File: src/rtl/fp_pkg.sv
// Shared constants and state encoding for the shared FP multiplier arbiter.
package fp_pkg;

    localparam int unsigned FP_W = 32;

    localparam logic [FP_W-1:0] FP_ONE  = 32'h3F80_0000;
    localparam logic [FP_W-1:0] FP_ZERO = 32'h0000_0000;

    typedef enum logic [1:0] {
        S_IDLE = 2'd0,
        S_HOLD = 2'd1,
        S_RESP = 2'd2
    } state_e;

endpackage

File: src/rtl/fp_mul.sv
// Combinational IEEE-754 single multiply, round-to-nearest-even.
// Denormal inputs flush to zero; tiny results flush to zero; overflow gives infinity.
module fp_mul
    import fp_pkg::*;
(
    input  logic [FP_W-1:0] a,
    input  logic [FP_W-1:0] b,
    output logic [FP_W-1:0] p
);

    logic        sign;
    logic [7:0]  ea;
    logic [7:0]  eb;
    logic [47:0] prod;
    logic [47:0] norm;
    logic        round_up;
    logic [24:0] rounded;
    logic [9:0]  esum;
    logic [22:0] frac;
    logic        a_nan;
    logic        b_nan;

    // Significand product, normalise, round, then special-case overrides.
    always_comb begin
        ea       = a[30:23];
        eb       = b[30:23];
        sign     = a[31] ^ b[31];
        a_nan    = (ea == 8'hFF) && (a[22:0] != 23'd0);
        b_nan    = (eb == 8'hFF) && (b[22:0] != 23'd0);
        prod     = 48'({1'b1, a[22:0]}) * 48'({1'b1, b[22:0]});
        norm     = prod[47] ? prod : {prod[46:0], 1'b0};
        round_up = norm[23] & ((|norm[22:0]) | norm[24]);
        rounded  = {1'b0, norm[47:24]} + 25'(round_up);
        frac     = rounded[24] ? rounded[23:1] : rounded[22:0];
        esum     = 10'(ea) + 10'(eb) + 10'(prod[47]) + 10'(rounded[24]);

        p = {sign, 8'(esum - 10'd127), frac};
        if (esum >= 10'd382) begin
            p = {sign, 8'hFF, 23'd0};
        end else if (esum <= 10'd127) begin
            p = {sign, 31'd0};
        end
        if (ea == 8'd0 || eb == 8'd0) begin
            p = {sign, 31'd0};
        end
        if (ea == 8'hFF || eb == 8'hFF) begin
            if (a_nan || b_nan || ea == 8'd0 || eb == 8'd0) begin
                p = 32'h7FC0_0000;
            end else begin
                p = {sign, 8'hFF, 23'd0};
            end
        end
    end

endmodule

File: src/rtl/rr_pick.sv
// Combinational round-robin picker: first set request after 'last', wrapping.
module rr_pick #(
    parameter int unsigned NREQ = 2,
    localparam int unsigned IW = (NREQ > 1) ? $clog2(NREQ) : 1
) (
    input  logic [NREQ-1:0] req,
    input  logic [IW-1:0]   last,
    output logic [NREQ-1:0] gnt_onehot,
    output logic [IW-1:0]   gnt_idx
);

    logic [IW-1:0] idx;
    logic          found;

    // Scan last+1, last+2, ... (mod NREQ); the previous winner is checked last.
    always_comb begin
        gnt_onehot = '0;
        gnt_idx    = '0;
        found      = 1'b0;
        idx        = '0;
        for (int unsigned k = 1; k <= NREQ; k++) begin
            idx = IW'((32'(last) + k) % NREQ);
            if (!found && req[idx]) begin
                found           = 1'b1;
                gnt_idx         = idx;
                gnt_onehot[idx] = 1'b1;
            end
        end
    end

endmodule

File: src/rtl/fp_mul_arbiter.sv
// Round-robin sharing of one multicycle-path FP multiplier among NREQ requesters.
module fp_mul_arbiter
    import fp_pkg::*;
#(
    parameter int unsigned NREQ = 2,
    parameter int unsigned LAT  = 2
) (
    input  logic                 clk,
    input  logic                 reset,
    input  logic [NREQ-1:0]      req_valid,
    output logic [NREQ-1:0]      req_ready,
    input  logic [FP_W*NREQ-1:0] req_a,
    input  logic [FP_W*NREQ-1:0] req_b,
    output logic [NREQ-1:0]      rsp_valid,
    input  logic [NREQ-1:0]      rsp_ready,
    output logic [FP_W-1:0]      rsp_data,
    output logic                 busy
);

    localparam int unsigned IW = (NREQ > 1) ? $clog2(NREQ) : 1;
    localparam int unsigned CW = $clog2(LAT) + 1;

    state_e          state_q,    state_d;
    logic [FP_W-1:0] op_a_q,     op_a_d;
    logic [FP_W-1:0] op_b_q,     op_b_d;
    logic [IW-1:0]   gnt_id_q,   gnt_id_d;
    logic [IW-1:0]   last_gnt_q, last_gnt_d;
    logic [CW-1:0]   cnt_q,      cnt_d;
    logic [FP_W-1:0] rsp_data_q, rsp_data_d;

    logic [FP_W-1:0] a_lane [NREQ];
    logic [FP_W-1:0] b_lane [NREQ];
    logic [NREQ-1:0] pick_onehot;
    logic [IW-1:0]   pick_idx;
    logic [FP_W-1:0] prod;

    // Unpack per-requester operand lanes.
    for (genvar g = 0; g < int'(NREQ); g++) begin : g_lane
        assign a_lane[g] = req_a[g*FP_W +: FP_W];
        assign b_lane[g] = req_b[g*FP_W +: FP_W];
    end

    rr_pick #(.NREQ(NREQ)) u_pick (
        .req        (req_valid),
        .last       (last_gnt_q),
        .gnt_onehot (pick_onehot),
        .gnt_idx    (pick_idx)
    );

    fp_mul u_mul (
        .a (op_a_q),
        .b (op_b_q),
        .p (prod)
    );

    // Next-state: accept in IDLE, hold operands LAT cycles, present until accepted.
    always_comb begin
        state_d    = state_q;
        op_a_d     = op_a_q;
        op_b_d     = op_b_q;
        gnt_id_d   = gnt_id_q;
        last_gnt_d = last_gnt_q;
        cnt_d      = cnt_q;
        rsp_data_d = rsp_data_q;
        case (state_q)
            S_IDLE: begin
                if (|pick_onehot) begin
                    op_a_d   = a_lane[pick_idx];
                    op_b_d   = b_lane[pick_idx];
                    gnt_id_d = pick_idx;
                    cnt_d    = CW'(LAT - 1);
                    state_d  = S_HOLD;
                end
            end
            S_HOLD: begin
                if (cnt_q == '0) begin
                    rsp_data_d = prod;
                    state_d    = S_RESP;
                end else begin
                    cnt_d = CW'(cnt_q - 1'b1);
                end
            end
            S_RESP: begin
                if (rsp_ready[gnt_id_q]) begin
                    last_gnt_d = gnt_id_q;
                    state_d    = S_IDLE;
                end
            end
            default: state_d = S_IDLE;
        endcase
    end

    // State and datapath registers; reset drops any in-flight operation.
    always_ff @(posedge clk or posedge reset) begin
        if (reset) begin
            state_q    <= S_IDLE;
            op_a_q     <= '0;
            op_b_q     <= '0;
            gnt_id_q   <= '0;
            last_gnt_q <= IW'(NREQ - 1);
            cnt_q      <= '0;
            rsp_data_q <= '0;
        end else begin
            state_q    <= state_d;
            op_a_q     <= op_a_d;
            op_b_q     <= op_b_d;
            gnt_id_q   <= gnt_id_d;
            last_gnt_q <= last_gnt_d;
            cnt_q      <= cnt_d;
            rsp_data_q <= rsp_data_d;
        end
    end

    // Handshake outputs decoded from state; ready forced low while reset is held.
    assign req_ready = (state_q == S_IDLE && !reset) ? pick_onehot : '0;
    assign rsp_valid = (state_q == S_RESP) ? (NREQ'(1) << gnt_id_q) : '0;
    assign rsp_data  = rsp_data_q;
    assign busy      = (state_q != S_IDLE);

endmodule

File: config.mk
export PLATFORM = sky130hd
export DESIGN_NAME = fp_mul_arbiter
export DESIGN_NICKNAME = d
export VERILOG_FILES = /design/src/rtl/fp_pkg.sv /design/src/rtl/fp_mul.sv /design/src/rtl/rr_pick.sv /design/src/rtl/fp_mul_arbiter.sv
export SDC_FILE = /design/constraint.sdc
export NUM_CORES = 2
export LEC_CHECK = 0
export CORE_ASPECT_RATIO = 0.6
export CORE_MARGIN = 2
export CORE_UTILIZATION = 60
export CTS_BUF_LIST = sky130_fd_sc_hd__clkbuf_2 sky130_fd_sc_hd__clkbuf_4 sky130_fd_sc_hd__clkbuf_8
export DETAILED_ROUTE_END_ITERATION = 10
export MAX_ROUTING_LAYER = met4
export PLACE_DENSITY = 0.81
export REMOVE_ABC_BUFFERS = 1
export SYNTH_ARGS = -nofsm -noshare
export SYNTH_HDL_FRONTEND = slang
export SYNTH_SLANG_ARGS = --single-unit
File: constraint.sdc
create_clock -name clk -period 17.2 [get_ports clk]
set_clock_uncertainty 0.05 [all_clocks]
set_input_delay 3.44 -clock clk [delete_from_list [all_inputs] [get_ports clk]]
set_output_delay 3.44 -clock clk [all_outputs]
set_load 0.03 [all_outputs]
==> flow_summary.ini <==
[status]
run_status = finished clean

[timing]
worstMarginPinSlew_ns = 1.36
slew_violations = 0
finalCritPeriodShare = 0.847
final.min_clock_period_ns = 14.57
slew_headroom = 0.0932
setup_viol = 0
fin_tns_setup_ns = 0
hold_viol = 0
max_freq_mhz = 68.6
rsz0062_at_grt = false

[cts]
cts.sink_count = 102
tritoncts = yes
cts_root_buffer = clkbuf_8
cts_hold_buf = 0
htreeDepth = 3
postCtsSetupBuffers = 0
clockBufferDepth = 2
cts.repair.resized = 0
clk-insertion-delay-late_ns = 0.44
cts_buffers = 9
clkSlewWorstSetupHoldPaths_ns = 0.15

[critical_path]
end_kind = flip-flop
path_max_fanout = 41
timing.rr.start = op_a_q[22]
max_stage_delay_ns = 1.07
rr_worst_depth = 42
crit_type = reg -> reg
crit_path_start = op_a_q[22]
worst_path_max_delay_cell = dfrtp_1
required_ns = 17.48
ff2ff_setup_slack_ns = 2.63
worstPathArrival_ns = 14.85
path_common_cell = fa_1
timing.rr.end = rsp_data[7]
cp-start-kind = flip-flop

[synthesis]
async_reset_ff_frac = 1.00
ys_seq_elements = 102
seq_area_frac_synth = 0.0976
syn-cell-area_mm2 = 0.0262
yosysWarnings = 0
avgSynthCellArea_um2 = 8.59
synth_cell_types = 91
synth_ff_type = dfrtp_1
synth_cells = 3046
synth_edf_count = 0

[final_layout]
seqCellArea_mm2 = 0.00255
layout_common_cells = inv_1, fa_1, nand2_1
area_delta_synth_final_pct = 8.65
layout.nets = 3904
final_common_cell = inv_1
multi_input_area_mm2 = 0.0208
antennaDiodeCount = 0
drive_gt1_frac = 0.0254
fillers = 3518

[placed_design]
portBuffers = 170
place_congestion = 0.989
hpwl_um = 64100

[route]
vias = 21900
drtPass1Iterations = 6
wl_per_cell_um = 21.9
drcViolationCount = 0
ant_nets = 0
wl_um = 80700
drt-initial-drc-count = 2549
routed_via_density = 5.94

[global_route]
grtUsageTotal = 0.382
grt_max_degree = 96
grt_pass1_wl_um = 129000
grt_pass1_vias = 22900
grt-ovfl-total = 0
antenna_found_initial = 0

[hold_path]
hold_end = cnt_q[0]
hp-start = cnt_q[0]
hold_class = reg -> reg
hold_depth = 1

[floorplanning]
start_util = 0.606
die_h_um = 166
design.core.area_mm2 = 0.0432
io_pins = 171
dieWidth_um = 274
fp.dieArea_mm2 = 0.0454
row_count = 59

[run]
cap_viol_max_count = 0
cells in the mapped netlist, types with 8 or more instances:
library cell	n	share of area
a211oi_1	12	0.0034
a21o_1	17	0.0049
a21oi_1	86	0.016
a31oi_1	8	0.0019
and2_1	251	0.060
and3_1	16	0.0038
buf_2	11	0.0021
clkbuf_1	136	0.020
dfrtp_1	101	0.097
fa_1	484	0.37
ha_1	186	0.089
inv_1	599	0.086
mux2i_1	83	0.032
nand2_1	433	0.062
nand2b_1	13	0.0031
nand3_1	34	0.0065
nand4_1	26	0.0062
nor2_1	107	0.015
nor2b_1	10	0.0024
nor3_1	28	0.0054
nor4_1	27	0.0065
o211ai_1	19	0.0054
o21a_1	18	0.0052
o21ai_0	112	0.021
o21ai_1	14	0.0027
o31ai_1	9	0.0026
or3_1	10	0.0024
xnor2_1	39	0.013
xor2_1	24	0.0080
metrics by stage:
step	util	setup WS, ns	cells	hold WS [ns]	area, µm²
4_1_cts	0.659	2.86	3684	0.445	28400
5_1_grt	0.659	1.81	3684	0.467	28400
3_3_place_gp	0.654	3.36	3668	0.402	28200
3_5_place_dp	0.654	2.92	3668	0.409	28200
6_report	0.659	2.63	3684	0.437	28400
2_1_floorplan	-	4.89	2892	0.390	25600
critical path: cells and delay by family, from the launching register on:
family                     cells  cell delay [ns]
AOI/OAI and AO/OA              8             2.07
xor gates and xnor gates       1             0.25
and+or+nand+nor               15             4.71
DFF                            1             1.07
buffers and inverters          7             1.49
adders and majority gates     11             4.74
worst max-delay path by stage:
stage,to,slack (ns),cells past startpoint
after global routing,rsp_data[14],1.81,43
final,rsp_data[7],2.63,42
after detailed placement,rsp_data[7],2.92,42
after global placement,rsp_data[19],3.36,42
after floorplan,rsp_data[15],4.89,41
after CTS,rsp_data[15],2.86,42
per-layer routing:
layer  GRT usage  wire length (µm)
met1       0.557             34500
met2       0.510             32700
met3       0.140             11900
met4      0.0770              1620
met5           -                 0
logic make-up (layout without fill, tap and decap cells):
kind of cell | Yosys count | count (layout) | share of synthesized area
AO/OA/AOI/OAI | 368 | 368 | 0.0902
multiplexers | 87 | 87 | 0.0335
buffers and inverters | 757 | 816 | 0.110
XOR/XNOR | 63 | 63 | 0.0211
AND/OR/NAND/NOR | 999 | 999 | 0.189
flip-flops | 102 | 102 | 0.0976
adder cells (fa/ha/maj) | 670 | 670 | 0.459
registers in the layout, summed over array words and instances, names as in the netlist:
register	cells
op_a_q	32
gnt_id_q	1
cnt_q	2
state_q	2
last_gnt_q	1
op_b_q	32
rsp_data	32
area by class of cell:
class | instances | area share
inverter | 603 | 0.0797
multi-input combinational | 2187 | 0.731
tap | 579 | 0.0255
clock inverter | 7 | 0.00304
timing repair buffer | 197 | 0.0670
sequential | 102 | 0.0898
clock buffer | 9 | 0.00436
Power is left out: the tool's default activity adds up to more than one toggle a clock period on the data nets, which glitch-free logic cannot reach.
